[src/rtl/strobe_meter_pkg.sv]
// Shared definitions for the strobe period meter: FSM state encoding and
// the saturation constant used by WIDTH-bit tick counters.
package strobe_meter_pkg;

  // IDLE: no strobe seen since reset; MEASURE: counting ticks between strobes.
  typedef enum logic {
    ST_IDLE    = 1'b0,
    ST_MEASURE = 1'b1
  } state_e;

  // All-ones value of a counter of the given width, i.e. 2^width - 1.
  function automatic logic [31:0] sat_max(input int unsigned width);
    if (width >= 32) begin
      return '1;
    end
    return (32'd1 << width) - 32'd1;
  endfunction

endpackage

[src/rtl/sat_incr.sv]
// WIDTH-bit saturating incrementer. When inc_i is high and value_i is
// already all-ones, next_o stays all-ones and sat_o flags the lost tick.
// Purely combinational so any counter can wrap its own register around it.
module sat_incr
  import strobe_meter_pkg::*;
#(
  parameter int WIDTH = 4
) (
  input  logic [WIDTH-1:0] value_i,
  input  logic             inc_i,
  output logic [WIDTH-1:0] next_o,
  output logic             sat_o
);

  localparam logic [WIDTH-1:0] MaxVal = WIDTH'(sat_max(WIDTH));

  // Increment unless the counter is already pinned at the top.
  always_comb begin
    sat_o  = inc_i && (value_i == MaxVal);
    next_o = value_i;
    if (inc_i && !sat_o) begin
      next_o = value_i + WIDTH'(1);
    end
  end

endmodule

[src/rtl/strobe_period_meter.sv]
// Strobe period meter: counts qualified enable ticks between consecutive
// strobes and hands each measurement to a one-entry holding register.
//
// Output handshake: a result is offered while out_valid is high and is
// transferred in any cycle where out_valid && out_ready. period and
// period_ovf never change while out_valid is high and out_ready is low.
// A new result arriving while the register is full and not draining is
// discarded and reported by a one-cycle dropped pulse. All outputs are
// registered, so there is no combinational input-to-output path.
module strobe_period_meter
  import strobe_meter_pkg::*;
#(
  parameter int WIDTH = 4
) (
  input  logic             clk,
  input  logic             rst,
  input  logic             enable,
  input  logic             strobe_in,
  input  logic             out_ready,
  output logic [WIDTH-1:0] period,
  output logic             period_ovf,
  output logic             out_valid,
  output logic             dropped,
  output logic             state_dbg
);

  state_e           state_q, state_d;
  logic [WIDTH-1:0] cnt_q, cnt_d;
  logic             ovf_q, ovf_d;
  logic [WIDTH-1:0] period_q, period_d;
  logic             pov_q, pov_d;
  logic             valid_q, valid_d;
  logic             dropped_q, dropped_d;

  logic [WIDTH-1:0] inc_next;
  logic             inc_sat;
  logic             res_valid;
  logic             xfer;
  logic             load;

  sat_incr #(
    .WIDTH(WIDTH)
  ) u_sat_incr (
    .value_i(cnt_q),
    .inc_i  (enable),
    .next_o (inc_next),
    .sat_o  (inc_sat)
  );

  // Next-state and counter logic: the first strobe only arms the meter;
  // later strobes emit {cnt, ovf} and restart counting, with the strobe
  // cycle's own enable belonging to the new period.
  always_comb begin
    state_d   = state_q;
    cnt_d     = cnt_q;
    ovf_d     = ovf_q;
    res_valid = 1'b0;
    case (state_q)
      ST_IDLE: begin
        if (strobe_in) begin
          state_d = ST_MEASURE;
          cnt_d   = WIDTH'(enable);
        end else begin
          cnt_d = '0;
        end
      end
      ST_MEASURE: begin
        if (strobe_in) begin
          res_valid = 1'b1;
          cnt_d     = WIDTH'(enable);
          ovf_d     = 1'b0;
        end else begin
          cnt_d = inc_next;
          ovf_d = ovf_q | inc_sat;
        end
      end
      default: state_d = ST_IDLE;
    endcase
  end

  // Holding register: load when empty or draining this cycle, otherwise
  // drop the new result; valid falls only on a transfer without a load.
  always_comb begin
    xfer      = valid_q && out_ready;
    load      = res_valid && (!valid_q || xfer);
    period_d  = period_q;
    pov_d     = pov_q;
    valid_d   = valid_q;
    dropped_d = res_valid && !load;
    if (load) begin
      period_d = cnt_q;
      pov_d    = ovf_q;
      valid_d  = 1'b1;
    end else if (xfer) begin
      valid_d = 1'b0;
    end
  end

  // State, counter and output registers; reset clears everything,
  // including a partial count and any held result.
  always_ff @(posedge clk) begin
    if (rst) begin
      state_q   <= ST_IDLE;
      cnt_q     <= '0;
      ovf_q     <= 1'b0;
      period_q  <= '0;
      pov_q     <= 1'b0;
      valid_q   <= 1'b0;
      dropped_q <= 1'b0;
    end else begin
      state_q   <= state_d;
      cnt_q     <= cnt_d;
      ovf_q     <= ovf_d;
      period_q  <= period_d;
      pov_q     <= pov_d;
      valid_q   <= valid_d;
      dropped_q <= dropped_d;
    end
  end

  assign period     = period_q;
  assign period_ovf = pov_q;
  assign out_valid  = valid_q;
  assign dropped    = dropped_q;
  assign state_dbg  = state_q;

endmodule

[config.mk]
export PLATFORM = sky130hd
export DESIGN_NAME = strobe_period_meter
export DESIGN_NICKNAME = d
export VERILOG_FILES = /design/src/rtl/strobe_meter_pkg.sv /design/src/rtl/sat_incr.sv /design/src/rtl/strobe_period_meter.sv
export SDC_FILE = /design/constraint.sdc
export NUM_CORES = 1
export LEC_CHECK = 0
export BUFFER_PORTS_ARGS = -buffer_cell sky130_fd_sc_hd__buf_2
export CORE_AREA = 2 2 39 41
export DETAILED_ROUTE_END_ITERATION = 12
export DIE_AREA = 0 0 41 43
export PLACE_DENSITY = 0.7
export SYNTH_ARGS = -nofsm -noshare
export SYNTH_HDL_FRONTEND = slang
export SYNTH_HIERARCHICAL = 1
export SYNTH_SLANG_ARGS = --single-unit
[constraint.sdc]
create_clock -name clk -period 1.6 [get_ports clk]
set_clock_uncertainty 0.15 [all_clocks]
set_input_delay 0.08 -clock clk [delete_from_list [all_inputs] [get_ports clk]]
set_output_delay 0.08 -clock clk [all_outputs]
set_load 0.005 [all_outputs]
==> results of run 1 <==
[what timing repair did]
action	in CTS	in global routing
endpoints found under the setup margin	0	1
endpoints found under the hold margin	4	0
hold buffers	3	0
buffers inserted	0	0
gates resized for setup	0	1
[Yosys cell counts (all sizes together)]
library cell / count / area share [%]
a211oi: 1 / 1.2
a21oi: 4 / 3.3
and2: 3 / 3.0
and2b: 1 / 1.4
and3: 1 / 1.0
and4: 1 / 1.4
and4b: 2 / 3.5
buf: 1 / 0.81
dfxtp: 13 / 42
ha: 1 / 2.0
mux2: 1 / 1.8
mux2i: 5 / 8.1
nand2: 3 / 2.2
nand2b: 14 / 14
nand3b: 1 / 1.2
nand4: 3 / 3.0
nor2: 5 / 5.7
nor3b: 1 / 1.2
o211ai: 2 / 2.4
[sequential cells by signal, summed over array words and instances, names as in the netlist]
signal / count
period_ovf: 1
dropped: 1
state_dbg: 1
ovf_q: 1
out_valid: 1
cnt_q: 4
period: 4
[metrics by stage]
stage,hold WS [ns],util (%),total power [mW],cell area [um2],worst slack [ns]
floorplan,0.0311,-,0.372,616,0.236
global placement,0.227,49.9,0.389,691,0.121
detailed placement,0.230,49.9,0.390,691,0.141
CTS,0.197,54.0,0.592,747,0.100
global route,0.223,54.2,0.615,749,0.0220
finish,0.197,54.2,0.582,749,0.155
[report_power, final]
part | internal [mW] | switching [mW]
combinational | 0.0282 | 0.0243
clock | 0.0963 | 0.0977
sequential | 0.328 | 0.00685
[per-layer routing]
| layer | wire length (um) | GRT usage (%) |
|---|---|---|
| met5 | 0 | 0 |
| met4 | 5 | 6.00 |
| met3 | 69 | 3.14 |
| met2 | 483 | 22.8 |
| met1 | 498 | 18.8 |
[logic make-up after synthesis]
family | Yosys count
AO/OA/AOI/OAI | 7
adder cells (fa/ha/maj) | 1
buffers and inverters | 1
flip-flops | 13
multiplexers | 6
AND/OR/NAND/NOR | 35
[area by class of cell]
cell class                      count  area, um2  area share, %
Sequential cell                    13        260           34.7
Tap cell                           16       20.0           2.67
Clock buffer                        4       26.3           3.51
Multi-Input combinational cell     49        353           47.1
Timing Repair Buffer               15       90.1           12.0
[layout by cell type (no fill, tap or decap), drive strengths merged, types with 2 or more instances in the layout]
cell type    count
clkbuf           4
nand2            3
and4b            2
nand4            3
dlygate4sd3      3
a21oi            4
nor2             5
o211ai           2
and2             3
nand2b          14
mux2i            5
buf             12
dfxtp           13
[worst reg2reg max path: stages (launching register included)]
cell	delay (ns)
dfxtp_1	0.36
ha_2	0.24
and3_1	0.21
o211ai_1	0.18
nand3b_1	0.09
a21oi_1	0.16
[final timing paths]
check / from / end / slack, ns / cells after the start
max: cnt_q[0] / cnt_q[0] / 0.15 / 5
min: out_ready / out_valid / 0.20 / 4
max reg2reg: cnt_q[0] / cnt_q[0] / 0.15 / 5
min reg2reg: period[1] / period[1] / 0.32 / 2
==> impl_metrics.csv, run 1 <==
group,metric,value,unit
sta,max_freq,692,MHz
setup_path,cp_max_fo,7,
global_routing,grt_overflow,0,
setup_path,crit_arrival,1.49,ns
power,power_density,776,nW/um2
global_routing,track_usage,14.7,%
power,irDropWorstVdd,0.470,mV
finish,drive_above_1_share,24.7,%
clocking,numClockSinks,13,
global_routing,grt_pass1_wl,1.79,mm
logic_synthesis,synthMuxAreaShare,9.96,%
die,io_pins,13,
detailed_routing,ant_nets,0,
flow_run,cap_violations,0,
global_routing,antenna_found_initial,0,
logic_synthesis,synthCells,63,
logic_synthesis,syn_area_per_cell,9.77,um2
global_routing,grt_max_degree,17,
logic_synthesis,synth_compound_area_share,6.91,%
sta,fin_setup_tns,0,ns
setup_path,cp-start-kind,"flop",
sta,finalCritPeriodShare,90.3,%
sta,tightestPinTransition,0.305,ns
detailed_routing,drt_pre_antenna_iters,5,
sta,relSlewSlack,79.7,%
die,dieArea,1760,um2
logic_synthesis,synth_top_family_by_area,"simple AND/OR/NAND/NOR gates",
power,p_leak,0.305,nW
logic_synthesis,yosys.area_share.xor_xnor,0,%
finish,nets,88,
outcome,outcome,"finished clean",
detailed_routing,drc,0,
sta,min_period,1.45,ns
finish,antennaDiodeCount,0,
detailed_routing,routed_wl,1.06,mm
setup_path,cp_cell_sequence,"ha_2 > and3_1 > o211ai_1 > nand3b_1 > a21oi_1",
logic_synthesis,yosysSeqAreaShare,42.3,%
logic_synthesis,syn-num-nets,69,
setup_path,crit_path_end_kind,"flop",
clocking,path_clk_slew,0.08,ns
finish,final_cells,97,
sta,hold_viol,0,
die,rows,14,
detailed_routing,drt-initial-drc-count,5,
clocking,cts_tree,"built",
setup_path,timing.critical_path.slowest_cell_delay,0.36,ns
setup_path,cp_slowest_cell,"dfxtp_1",
placement,post-place-cells,90,
detailed_routing,route.vias.total,494,
worst_hold_path,hp-class,"in2reg",
clocking,cts_made_buffers,3,
detailed_routing,wl_per_cell,10.9,um
setup_path,cp.required,1.64,ns
logic_synthesis,ys_ff_latch,13,
clocking,clk_latency,0.27,ns
finish,fill_cells,132,
die,coreArea,1380,um2
die,initial_core_util,44.5,%
clocking,htreeDepth,1,
logic_synthesis,ys_warn_count,6,
logic_synthesis,netlist_area,616,um2
logic_synthesis,synth_fa_ha_area_share,2.03,%
clocking,cts-root-buf,"clkbuf_4",
setup_path,worst-path-buf-inv,0,
finish,synthToLayoutAreaGrowth,21.7,%
global_routing,grt_pass1_vias,426,
sta,rsz0062_at_grt,"no",
detailed_routing,vias_per_cell,5.09,
placement,hpwl,757,um
placement,io_buffers,12,
die,die_h,43,um
setup_path,path_delay_family,"flip-flops",
clocking,clock_path_buffers,2,
setup_path,critical_path_class,"reg2reg",
logic_synthesis,yosys.area_share.simple,38.0,%
die,dieWidth,41,um
placement,gp_congestion,0.667,
sta,report.final.setup_viol,0,
sta,slew_violations,0,
logic_synthesis,ys_types,22,
Power figures use the tool's default switching activity.
==> run 2: changes to the inputs <==
--- a/config.mk
+++ b/config.mk
@@ -9,7 +9,7 @@
 export CORE_AREA = 2 2 39 41
 export DETAILED_ROUTE_END_ITERATION = 12
 export DIE_AREA = 0 0 41 43
-export PLACE_DENSITY = 0.7
+export PLACE_DENSITY = 0.69
 export SYNTH_ARGS = -nofsm -noshare
 export SYNTH_HDL_FRONTEND = slang
 export SYNTH_HIERARCHICAL = 1
==> run 2 against run 1 <==
  * Global-route usage grew 0.82 points
  * Routed wire length grew 4.1%
  * Fmax shrank 0.78%
  * Non-clock buffer count is the same
  * Core utilization is the same
  * First-iteration DRC count grew 120%
  * Combinational power grew 0.8%
  * Die area is the same
  * Cell count is the same
  * Register-to-register slack is essentially flat
==> impl_metrics.csv, run 2 (synthesis results as in run 1) <==
group,metric,value,unit
worst_hold_path,hp-class,"in2reg",
clocking,cts_made_buffers,3,
detailed_routing,ant_nets,0,
outcome,outcome,"finished clean",
detailed_routing,route.vias.total,484,
finish,final_cells,97,
detailed_routing,routed_wl,1.10,mm
clocking,clk_latency,0.27,ns
global_routing,antenna_found_initial,0,
setup_path,cp_max_fo,7,
flow_run,cap_violations,0,
die,initial_core_util,44.5,%
global_routing,track_usage,15.5,%
finish,nets,88,
sta,hold_viol,0,
detailed_routing,drc,0,
clocking,numClockSinks,13,
power,power_density,787,nW/um2
finish,final_common_cell,"nand2b_1",
sta,slew_violations,0,
sta,min_period,1.46,ns
detailed_routing,drt-initial-drc-count,11,
sta,relSlewSlack,79.0,%
die,dieWidth,41,um
die,io_pins,13,
placement,post-place-cells,90,
setup_path,crit_arrival,1.51,ns
finish,antennaDiodeCount,0,
placement,hpwl,729,um
setup_path,crit_path_end_kind,"flop",
setup_path,cp.required,1.66,ns
sta,finalCritPeriodShare,91.0,%
finish,utilization,54.2,%
die,dieArea,1760,um2
detailed_routing,vias_per_cell,4.99,
clocking,clock_path_buffers,2,
power,irDropWorstVdd,0.414,mV
clocking,cts_tree,"built",
setup_path,cp_cell_sequence,"ha_2 > and3_1 > o211ai_1 > nand3b_1 > a21oi_1",
power,p_leak,0.305,nW
die,rows,14,
finish,synthToLayoutAreaGrowth,21.7,%
global_routing,grt_max_degree,17,
finish,drive_above_1_share,24.7,%
finish,final_cell_mix,"nand2b_1 (14), dfxtp_1 (13), buf_2 (12)",
sta,rsz0062_at_grt,"no",
die,die_h,43,um
placement,post-place-ws,0.0955,ns
setup_path,cp-start-kind,"flop",
die,coreArea,1380,um2
finish,multi_input_area,353,um2
setup_path,critical_path_class,"reg2reg",
global_routing,grt_pass1_wl,1.79,mm
sta,max_freq,687,MHz
global_routing,grt_overflow,0,
finish,fill_cells,140,
clocking,htreeDepth,1,
sta,setup_ws,0.143,ns
clocking,post-cts-setup-buffers,0,
finish,regArea,260,um2
global_routing,grt_pass1_vias,402,
detailed_routing,drt_pre_antenna_iters,4,
placement,io_buffers,12,
setup_path,timing.critical_path.slowest_cell_delay,0.37,ns
power,power,0.590,mW
sta,report.final.setup_viol,0,
detailed_routing,wl_per_cell,11.3,um
clocking,path_clk_slew,0.08,ns
sta,tightestPinTransition,0.314,ns
placement,gp_congestion,0.778,
setup_path,cp_slowest_cell,"dfxtp_1",
sta,fin_setup_tns,0,ns
clocking,cts-root-buf,"clkbuf_4",
## run 2: cell counts in the layout (fill, tap and decap cells not counted)
Identical to the previous run, type by type.
## run 2: routing by layer
| layer | up-vias | global-route usage, % | wire length, um |
|---|---|---|---|
| met2 | 7 | 19.1 | 480 |
| met1 | 214 | 22.4 | 576 |
| li1 | 261 | - | - |
| met5 | - | 0 | 0 |
| met4 | 0 | 10.0 | 12 |
| met3 | 2 | 4.71 | 29 |
## run 2: path summary, 6_finish.rpt
path                                 from        end  slack [ns]  depth (start not counted)
worst max-delay path             cnt_q[0]   cnt_q[0]        0.14                          5
worst min-delay path            out_ready  out_valid        0.18                          4
worst max register to register   cnt_q[0]   cnt_q[0]        0.14                          5
worst min register to register  period[1]  period[1]        0.32                          2
## run 2: layout make-up
cell class | instances | area share, %
timing repair buffer | 15 | 12.0
tap | 16 | 2.67
clock buffer | 4 | 3.51
sequential | 13 | 34.7
multi-input combinational | 49 | 47.1
## run 2: where the power goes
part / total (mW) / internal (mW) / switching, mW
registers: 0.336 / 0.328 / 0.00712
clock network: 0.201 / 0.0965 / 0.105
logic: 0.0528 / 0.0283 / 0.0245
## run 2: repair_timing
action                                  4_1_cts  5_1_grt
endpoints found under the hold margin         4        0
endpoints found under the setup margin        0        1
gates resized for setup                       0        1
hold buffers                                  3        0
## run 2: through the flow
stage / instance area, um2 / hold slack [ns]
after global placement: 691 / 0.232
final: 749 / 0.178
after detailed placement: 691 / 0.233
after CTS: 747 / 0.177
after floorplan: 616 / 0.0311
after global routing: 749 / 0.196
## run 2: critical path: cells and delay by family, from the launching register on
family / cells / cell delay [ns]
flip-flops: 1 / 0.37
AO/OA/AOI/OAI: 2 / 0.32
AND/OR/NAND/NOR: 2 / 0.29
adder cells (fa/ha/maj): 1 / 0.25
